<file path="config.mk">
export PLATFORM = sky130hd
export DESIGN_NAME = prediction_stat_tracker
export DESIGN_NICKNAME = d
export VERILOG_FILES = /design/src/rtl/prediction_stat_tracker.sv
export SDC_FILE = /design/constraint.sdc
export NUM_CORES = 1
export LEC_CHECK = 0
export ABC_AREA = 1
export CORE_MARGIN = 2
export CORE_UTILIZATION = 50
export CTS_CLUSTER_SIZE = 24
export DETAILED_ROUTE_END_ITERATION = 6
export HOLD_SLACK_MARGIN = 0.06
export PLACE_DENSITY = 0.87
export SYNTH_ARGS = -nofsm -noshare
export SYNTH_HDL_FRONTEND = slang
export SYNTH_SLANG_ARGS = --single-unit
export TNS_END_PERCENT = 50
</file>
<file path="constraint.sdc">
create_clock -name clk -period 2.9 [get_ports clk]
set_input_delay 0.435 -clock clk [delete_from_list [all_inputs] [get_ports clk]]
set_output_delay 0.435 -clock clk [all_outputs]
set_load 0.02 [all_outputs]
</file>
<file path="src/rtl/prediction_stat_tracker.sv">
// Per-predictor accuracy counters and trend FSMs feeding the SP/LHP/GHP arbiter.
// Optional periodic halving of counters: define PREDICTION_STAT_DECAY_EN.
module prediction_stat_tracker #(
   parameter int STAT_COUNTER_WIDTH = 5,
   parameter int WRONG_PENALTY      = 2,
   parameter int DECAY_PERIOD_LOG2  = 6
) (
   input  logic                          clk,
   input  logic                          rst,
   input  logic                          stat_clear,
   input  logic                          update_valid,
   input  logic                          actual_taken,
   input  logic                          SP_prediction,
   input  logic                          LHP_prediction,
   input  logic                          GHP_prediction,
   output logic [STAT_COUNTER_WIDTH-1:0] SP_stat_count,
   output logic [STAT_COUNTER_WIDTH-1:0] LHP_stat_count,
   output logic [STAT_COUNTER_WIDTH-1:0] GHP_stat_count,
   output logic [3:0]                    SP_trend_decode,
   output logic [3:0]                    LHP_trend_decode,
   output logic [3:0]                    GHP_trend_decode
);

   localparam int W = STAT_COUNTER_WIDTH;
   localparam logic [W:0] MAXV = {1'b0, {W{1'b1}}};
   localparam logic [W:0] PEN  = (W+1)'(WRONG_PENALTY);

   if (WRONG_PENALTY < 1 || WRONG_PENALTY > 3 || DECAY_PERIOD_LOG2 < 1)
   begin : g_cfg_err
      $error("prediction_stat_tracker: bad parameter");
   end

   typedef enum logic [1:0] {
      COLD    = 2'd0,
      FALLING = 2'd1,
      RISING  = 2'd2,
      STRONG  = 2'd3
   } trend_t;

   logic         w_upd;
   logic         w_decay;
   logic [2:0]   w_pred;
   logic [2:0]   w_correct;
   logic [W:0]   w_ext     [3];
   logic [W-1:0] w_cnt_nxt [3];
   logic [W-1:0] r_cnt     [3];
   trend_t       r_state   [3];
   trend_t       w_state_nxt [3];
   logic [3:0]   w_dec     [3];

   assign w_upd     = update_valid & ~stat_clear;
   assign w_pred    = {GHP_prediction, LHP_prediction, SP_prediction};
   assign w_correct = ~(w_pred ^ {3{actual_taken}});

`ifdef PREDICTION_STAT_DECAY_EN
   logic [DECAY_PERIOD_LOG2-1:0] r_upd_cnt;

   // Halve on the update that wraps the period counter.
   assign w_decay = w_upd & (&r_upd_cnt);

   always_ff @(posedge clk or posedge rst) begin
      if (rst)
         r_upd_cnt <= '0;
      else if (stat_clear)
         r_upd_cnt <= '0;
      else if (w_upd)
         r_upd_cnt <= r_upd_cnt + 1'b1;
   end
`else
   assign w_decay = 1'b0;
`endif

   always_comb begin
      for (int i = 0; i < 3; i++) begin
         w_ext[i]     = {1'b0, r_cnt[i]};
         w_cnt_nxt[i] = r_cnt[i];
         if (w_upd) begin
            if (w_correct[i]) begin
               w_ext[i] = w_ext[i] + 1'b1;
               if (w_ext[i] > MAXV)
                  w_ext[i] = MAXV;
            end else if (w_ext[i] < PEN) begin
               w_ext[i] = '0;
            end else begin
               w_ext[i] = w_ext[i] - PEN;
            end
            if (w_decay)
               w_ext[i] = w_ext[i] >> 1;
            w_cnt_nxt[i] = w_ext[i][W-1:0];
         end
      end
   end

   always_comb begin
      for (int i = 0; i < 3; i++) begin
         w_state_nxt[i] = r_state[i];
         if (w_upd) begin
            unique case (r_state[i])
               COLD,
               FALLING: w_state_nxt[i] = w_correct[i] ? RISING : COLD;
               RISING,
               STRONG:  w_state_nxt[i] = w_correct[i] ? STRONG : FALLING;
               default: w_state_nxt[i] = COLD;
            endcase
         end
      end
   end

   always_ff @(posedge clk or posedge rst) begin
      if (rst) begin
         for (int i = 0; i < 3; i++) begin
            r_cnt[i]   <= '0;
            r_state[i] <= COLD;
         end
      end else if (stat_clear) begin
         for (int i = 0; i < 3; i++) begin
            r_cnt[i]   <= '0;
            r_state[i] <= COLD;
         end
      end else begin
         for (int i = 0; i < 3; i++) begin
            r_cnt[i]   <= w_cnt_nxt[i];
            r_state[i] <= w_state_nxt[i];
         end
      end
   end

   always_comb begin
      for (int i = 0; i < 3; i++) begin
         unique case (r_state[i])
            COLD:    w_dec[i] = 4'b0001;
            FALLING: w_dec[i] = 4'b0010;
            RISING:  w_dec[i] = 4'b0100;
            STRONG:  w_dec[i] = 4'b1000;
            default: w_dec[i] = 4'b0001;
         endcase
      end
   end

   assign SP_stat_count    = r_cnt[0];
   assign LHP_stat_count   = r_cnt[1];
   assign GHP_stat_count   = r_cnt[2];
   assign SP_trend_decode  = w_dec[0];
   assign LHP_trend_decode = w_dec[1];
   assign GHP_trend_decode = w_dec[2];

endmodule

</file>
==> Word-level counts from Yosys, hierarchy flattened <==
Index checks and enable logic that the tools add are counted.
{ "word_totals": {"out_inout_bits": 27, "input_bits": 8, "wordCells": 70, "ff_bits": 21} }
{ "op_classes": {"muxes": 29, "reduce_logical": 10, "n_eq_ne": 9, "n_lt_le_gt_ge": 6, "bitwise_logic": 4, "addsub": 6} }
{ "ops": {"columns": ["op", "count"], "rows": [
  ["5-bit two-way mux", 12],
  ["4-bit case mux with 4 select lines", 3],
  ["5-bit by 1-bit adder with 6-bit output (second input constant)", 3],
  ["6-bit by 5-bit > comparator with 1-bit output (second input constant)", 3],
  ["2-bit two-way mux", 9],
  ["5-bit by 2-bit less-than comparator with 1-bit output (second input constant)", 3],
  ["15-bit two-way mux", 1],
  ["5-bit by 2-bit subtractor with 5-bit output (second input constant)", 3],
  ["2-bit equality test (second input constant)", 6],
  ["2-bit case mux with 2 select lines", 3],
  ["2-bit OR reduction", 6],
  ["2-bit by 1-bit equality test with 1-bit output (second input constant)", 3],
  ["2-bit logical NOT", 3],
  ["6-bit two-way mux", 1],
  ["3-bit NOT", 1],
  ["3-bit bitwise XOR", 1],
  ["2-bit nonzero test", 1],
  ["1-bit AND", 1],
  ["1-bit NOT", 1]
]} }

==> Logic depth before layout (Yosys ltp) <==
Gate-level depths: netlist (run 1).
{ "logic_depth": {"depth_word": 6, "ltp_mapped": 9} }

==> Worst setup path before layout (run 1) <==
Ideal clock, no wire load.
{ "synth_path": {"kind": "reg-to-reg", "startpoint": "reg r_cnt (netlist bit GHP_stat_count[2])", "endpoint": "reg r_cnt (netlist bit GHP_stat_count[0])", "setup_time_ns": 0.118, "path_stages_with_launch": 10, "arrival_ns": 1.220, "path_slack_ns": 1.562, "cell_sequence": "dfrtp_1 -> inv_1 -> ha_1 -> nand2_1 -> nor2_1 -> nor2_1 -> nand2_1 -> nand2_1 -> nand2_1 -> nand2_1"} }
{ "synth_via": {"elab_chain_cells": 6, "elab_cells_between_ends": 8} }
{ "synth_rtl": {"columns": ["element", "line", "source"], "rows": [
  ["start, declared", "46", "logic [W-1:0] r_cnt [3];"],
  ["start signal, assigned by index", "122", "r_cnt[i] <= w_cnt_nxt[i];"],
  ["5-bit by 1-bit adder with 6-bit output", "79", "w_ext[i] = w_ext[i] + 1'b1;"],
  ["6-bit by 5-bit > comparator with 1-bit output", "80", "if (w_ext[i] > MAXV)"],
  ["5-bit two-way mux", "80", null],
  ["5-bit two-way mux *", "78", "if (w_correct[i]) begin"],
  ["5-bit two-way mux *", "77", "if (w_upd) begin"],
  ["15-bit two-way mux *", "115", "end else if (stat_clear) begin"]
]} }
Mark *: on every way between the ends. The rest lies on a longest branch, timed or not. The select of a mux whose other input is x is not followed.
A chain may end at the register's enable or synchronous reset.

==> Worst setup path after layout (run 1) <==
{ "layout_path": {"startpoint": "reg r_state[3] (netlist name)", "endpoint": "out LHP_trend_decode[2]"} }
{ "layout_via": {"elab_chain_cells": 2, "elab_cells_between_ends": 5} }
{ "layout_rtl": {"columns": ["element", "line", "source"], "rows": [
  ["start, declared", "47", "trend_t r_state [3];"],
  ["start signal, assigned by index", "123", "r_state[i] <= w_state_nxt[i];"],
  ["2-bit equality test (tied with other cells)", "130", "unique case (r_state[i])"],
  ["4-bit case mux with 4 select lines *", "130", null],
  ["end, declared", "20", "output logic [3:0] LHP_trend_decode,"]
]} }
Mark *: on every way between the ends. The rest lies on a longest branch, timed or not.

==> results of run 1 <==
layout make-up:
cell class                      count  area, um^2  share of cell area
Clock inverter                      1        5.00             0.00252
Multi-Input combinational cell    177         897               0.451
Tap cell                           44        55.1              0.0277
Timing Repair Buffer               34         340               0.171
Sequential cell                    21         526               0.264
Inverter                           38         143              0.0717
Clock buffer                        3        22.5              0.0113
logic make-up after synthesis:
family | count (synthesis)
fa+ha+maj | 9
xor+xnor | 5
simple gates | 144
flops | 21
buf+inv | 43
compound gates | 19
routing by layer:
metal  part of all wire  GRT usage
met4              0.015     0.0683
met3              0.038     0.0277
met5                  0          0
met1               0.46      0.261
met2               0.49      0.370
how the worst min path moves through the flow:
| stage | from | endpoint | slack (ps) | cells past startpoint |
|---|---|---|---|---|
| after floorplan | rst | GHP_stat_count[0] | 410 | 1 |
| after global placement | SP_stat_count[0] | SP_stat_count[0] | 570 | 2 |
| after detailed placement | r_state[2] | r_state[2] | 580 | 2 |
| after CTS | rst | SP_stat_count[1] | 570 | 2 |
| after global routing | r_state[2] | r_state[2] | 620 | 2 |
| final | rst | GHP_stat_count[3] | 550 | 2 |
per-stage QoR:
step           cells  worst slack [ps]  hold slack (ps)  area [um^2]   util
5_1_grt          318               829              616         1990  0.651
3_3_place_gp     314               773              574         1960  0.642
6_report         318               942              552         1990  0.651
2_1_floorplan    241              1560              412         1610      -
3_5_place_dp     314               727              584         1960  0.642
4_1_cts          318               932              573         1990  0.651
cells in the final DEF, fill, tap and decap left out, drive strengths merged:
cell,synthesis,final
nand2,84,84
inv,38,38
clkdlybuf4s50,0,34
nand3,30,30
nor2,24,24
dfrtp,21,21
o21ai,10,10
ha,9,9
nand4,6,6
o22ai,4,4
o211ai,3,3
xnor2,3,3
clkbuf,0,3
a21oi,2,2
xor2,2,2
clkinv,0,1
power groups by stage:
stage          Combinational [mW]  Clock, mW  Sequential [mW]
6_report                    0.271      0.146            0.354
5_1_grt                     0.304      0.161            0.359
4_1_cts                     0.272      0.150            0.354
3_5_place_dp                0.271          0            0.359
3_3_place_gp                0.265          0            0.358
2_1_floorplan               0.168          0            0.368
sequential cells by signal, indices dropped and copies added (netlist names):
register / cells
r_state: 6
LHP_stat_count: 5
SP_stat_count: 5
GHP_stat_count: 5
worst reg2reg max path: stages, from the launching register on:
cell	delay [ps]
dfrtp_1	480
inv_1	130
ha_1	220
nand2_1	70
nor2_1	210
nor2_1	60
nand2_1	60
nand2_1	50
nand2_1	50
nand2_1	60
==> summary.md, run 1 <==
| Metric | Value |
|---|---|
| Syn Inst Count | 241 |
| Post-synthesis mux area share | 0 |
| Post-detail-place hpwl | 2650 um |
| H-Tree Depth | 1 |
| Crit path max fanout | 4 |
| Yosys cell types | 21 |
| Worst R2R Path Depth | 9 |
| GR Overflow Total | 0 |
| First-pass DRT Iterations | 4 |
| Crit-path max cell delay | 610 ps |
| Most instantiated cells after synthesis | nand2_1 (78), inv_1 (35), nand3_1 (29) |
| Levels on crit path | 3 |
| Synth Area in Compound Gates | 0.0669 |
| Vias in the first global route | 1387 |
| Nets@finish | 292 |
| CTS root buf | clkbuf_4 |
| Clock Skew | 1.75 ps |
| Area delta synth->final | 23.7% |
| Switching Fraction | 0.376 |
| Critical path launch point type | flip-flop |
| DIE AREA | 0.00369 mm^2 |
| Max Cap Viol | 0 |
| XOR/XNOR share of the synthesized area | 0.0272 |
| Prevailing post-synth register cell | dfrtp_1 |
| Unrepaired setup endpoints after global routing | no |
| CTS tree | yes |
| Effective utilization at floorplan | 0.527 |
| Reg2reg end | GHP_stat_count[0] |
| Achievable frequency | 511 MHz |
| Hold WC Path Type | in2async |
| Core area | 0.00305 mm^2 |
| Crit path max-delay family | buffers and inverters |
| Tcrit/Tclk final | 0.675 |
| Final setup fails | 0 |
| Largest family of logic cells by synthesized area | simple AND/OR/NAND/NOR gates |
| CP endpoint kind | output port |
| Critical path startpoint | r_state[3] |
| Drt via density | 5.04 |
| WL final | 3480 um |
| Total power | 0.771 mW |
| Slew Limit Headroom | 0.370 |
| Crit path to | LHP_trend_decode[2] |
| Post-CTS sizing | 0 |
| R2r setup slk | 1420 ps |
| Crit-path cells | inv_1, nor2_1, clkdlybuf4s50_1 |
| ANT cells | 0 |
| Average size of a mapped cell | 6.67 um^2 |
| Pwr Density | 388 mW/mm^2 |
| Io pins | 35 |
| Starting DRT DRC Count | 80 |
| Ys async rst share | 1.00 |
| Via count | 1602 |
| GRT Util Overall | 0.208 |
| Routed Antenna Nets | 0 |
| Area contributors post-synth | dfrtp_1 (33%), nand2_1 (18%), nand3_1 (9.0%), inv_1 (8.2%), ha_1 (7.0%) |
| Simple-Gate Fraction of Synth Area | 0.394 |
| Status | complete, no violations |
| CTS max path bufs | 2 |
| NetSw | 0.290 mW |
| Mapped cell area | 0.00161 mm^2 |
| Leading area contributor after synthesis | dfrtp_1 |
| Rows | 20 |
| Filler cell count | 300 |
| Clock-pin transition on the worst setup and hold timing paths | 120 ps |
| Syn nets | 258 |
| Num CTS Buffers | 3 |
| Sequential-to-total area share from yosys stat | 0.327 |
| Tightest Pin Transition | 941 ps |
| Final Slew Violations | 0 |
| Top-area cell type share of the netlist area | 0.327 |
| Worst path slowest cell | clkdlybuf4s50_1 |
| Synth Warn # | 0 |
| Drt wl/cell | 10.9 um |
| Initial antenna violation count | 0 |
| Critical Path AT | 1520 ps |
| Worst-Skew Late Latency | 310 ps |
| CTS Hold Bufs | 0 |
| Leakage | 1.04 nW |
| Synthesis-stage register bit count | 21 |
| Synth Area in Adders | 0.0700 |
| Final Wtd Congestion | 0.851 |
| Most frequent cell after synthesis | nand2_1 |
| Fin. Hold Viols | 0 |
| Global-route wire length before repair | 5820 um |
| Sequential power share | 0.459 |
| DIE HEIGHT | 60.7 um |
| Largest net degree at the start of global routing | 22 |
| WP buf/inv | 2 |
| Gate power share | 0.352 |
| PortBufs | 34 |
| Tmin final | 1960 ps |
| DRC | 0 |
| Crit Reg-Reg Startpoint | GHP_stat_count[2] |
| Share of cells above drive strength 1 | 0.0657 |
| Total setup buffers inserted after CTS | 0 |
| Peak VDD IR | 228 uV |
| Die W | 60.7 um |
| TNS Setup | 0 ps |
| EDFF count, synth | 0 |
| Clock sink count | 21 |
| CP required | 2470 ps |
| Cell internal pwr | 0.481 mW |
| Clock power share | 0.189 |
| CP Class | reg2out |
(Power assumes the default switching activity.)
==> inputs of run 2 (changes only) <==
CORE_UTILIZATION = 46   (was 50)
PLACE_DENSITY = 0.84   (was 0.87)
clock period = 1.7 ns   (was 2.9 ns; I/O delays follow)
==> run 2 against run 1 <==
Non-clock buffer count grew 7. Clock power grew 92%. Cell count grew 2.8%. Setup slack lost 910 ps. Routed wire length grew 5.4%. Sequential cell count is the same. Via count grew 1.9%. First-iteration DRC count shrank 28%. Sequential power grew 69%. Critical path depth shrank 2. Die area grew 8.1%. Critical path type unchanged.
==> summary.md, run 2 (synthesis results as in run 1) <==
| Metric | Value |
|---|---|
| Status | complete, no violations |
| DIE HEIGHT | 63.1 um |
| Crit path max-delay family | buffers and inverters |
| Crit-path max cell delay | 620 ps |
| Drt via density | 4.99 |
| Cell count after placement | 323 |
| Rows | 21 |
| Tightest Pin Transition | 288 ps |
| Num CTS Buffers | 3 |
| Via count | 1632 |
| WL final | 3670 um |
| Clock power share | 0.208 |
| Biggest register | r_state |
| Slew Limit Headroom | 0.808 |
| Tmin final | 1670 ps |
| Cell internal pwr | 0.820 mW |
| Critical path launch point type | flip-flop |
| Total setup buffers inserted after CTS | 0 |
| Leakage | 1.22 nW |
| Unrepaired setup endpoints after global routing | no |
| Area delta synth->final | 27.8% |
| NetSw | 0.527 mW |
| Starting DRT DRC Count | 58 |
| Vias in the first global route | 1477 |
| CTS root buf | clkbuf_4 |
| Clock-pin transition on the worst setup and hold timing paths | 140 ps |
| Final Wtd Congestion | 0.845 |
| Clock sink count | 21 |
| Crit path max fanout | 8 |
| DRC | 0 |
| Global-route wire length before repair | 6420 um |
| R2r setup slk | 320 ps |
| Final core occ | 0.616 |
| Pwr Density | 656 mW/mm^2 |
| H-Tree Depth | 1 |
| Share of cells above drive strength 1 | 0.114 |
| Final Cell Area | 0.00205 mm^2 |
| Largest net degree at the start of global routing | 22 |
| CP Class | reg2out |
| WP buf/inv | 1 |
| Clock Skew | 6.26 ps |
| TNS Setup | 0 ps |
| Final setup fails | 0 |
| Routed Antenna Nets | 0 |
| Register area | 534 um^2 |
| Drt wl/cell | 11.2 um |
| Worst path slowest cell | clkdlybuf4s50_1 |
| Final hold slack | 246 ps |
| Critical Path AT | 1420 ps |
| Reg2reg end | GHP_stat_count[0] |
| CP required | 1440 ps |
| Switching Fraction | 0.391 |
| Most common cell after layout, fill and taps aside | nand2_1 |
| First-pass DRT Iterations | 4 |
| ANT cells | 0 |
| PortBufs | 34 |
| DIE AREA | 0.00398 mm^2 |
| Filler cell count | 328 |
| Final Slew Violations | 0 |
| GRT Util Overall | 0.197 |
| Initial antenna violation count | 0 |
| Total power | 1.35 mW |
| Critical path startpoint | SP_stat_count[3] |
| Io pins | 35 |
| Worst R2R Path Depth | 9 |
| Fin. Hold Viols | 0 |
| Effective utilization at floorplan | 0.482 |
| CTS max path bufs | 2 |
| Largest register FFs | 6 |
| Tcrit/Tclk final | 0.983 |
| DP Worst Slack | 153 ps |
| Max Cap Viol | 0 |
| Worst Setup Slack, final | 29.2 ps |
| CTS tree | yes |
| Achievable frequency | 599 MHz |
| Most frequent cells in the layout | nand2_1 (78), inv_1 (35), nand3_1 (29), nor2_1 (20) |
| CP endpoint kind | output port |
| Finished Layout Cells | 327 |
| Area of the multi-input gates | 897 um^2 |
| Crit Reg-Reg Startpoint | GHP_stat_count[1] |
| Peak VDD IR | 271 uV |
| Gate power share | 0.348 |
| Sequential power share | 0.444 |
| Die W | 63.1 um |
| Area after DPL | 0.00202 mm^2 |
| Post-detail-place hpwl | 2790 um |
| Worst-Skew Late Latency | 330 ps |
| Core area | 0.00334 mm^2 |
| Hold WC Path Type | in2async |
| GR Overflow Total | 0 |
| Crit-path cells | clkdlybuf4s50_1 |
| Nets@finish | 299 |
[run 2: cell types whose count changed in the layout (fill, tap and decap cells not counted), sizes merged]
cell,change
clkdlybuf4s50,-21
buf,+7
clkinvlp,+1
dlygate4sd2,+14
clkinv,-1
dlymetal6s2s,+7
[run 2: worst register-to-register path, delay by kind of cell, from the launching register on]
kind          cells  cell delay [ps]
fa+ha+maj         1              200
simple gates      7              480
flops             1              500
buf+inv           1              110
[run 2: per-layer routing]
layer | global-route usage | share of wire | vias to the layer above
met4 | 0.0667 | 0.016 | 0
met5 | 0 | 0 | -
met2 | 0.350 | 0.48 | 42
li1 | - | - | 842
met3 | 0.0179 | 0.044 | 5
met1 | 0.251 | 0.46 | 743
[run 2: timing repair]
action,in CTS,in global routing
hold buffers,0,0
setup endpoints to repair,19,9
hold endpoints to repair,0,0
resized for setup,19,9
cloned,0,0
[run 2: cell type report]
type,count,area share
Clock inverter,1,0.00365
Clock buffer,3,0.0110
Timing Repair Buffer,41,0.191
Sequential cell,21,0.260
Inverter,38,0.0694
Tap cell,46,0.0280
Multi-Input combinational cell,177,0.437
[run 2: power by group through the flow]
stage / Sequential [mW] / Combinational, mW / Clock (mW)
detailed placement: 0.606 / 0.487 / 0
global placement: 0.603 / 0.479 / 0
floorplan: 0.627 / 0.286 / 0
CTS: 0.598 / 0.473 / 0.269
global route: 0.607 / 0.529 / 0.290
finish: 0.598 / 0.469 / 0.281
[run 2: worst max-delay path by stage]
stage	endpoint	slack (ps)	depth (start not counted)
2_1_floorplan	GHP_stat_count[0]	360	9
3_3_place_gp	SP_stat_count[4]	180	8
3_5_place_dp	LHP_stat_count[4]	150	8
4_1_cts	LHP_trend_decode[3]	4	3
5_1_grt	SP_stat_count[3]	2	1
6_report	SP_stat_count[3]	30	1
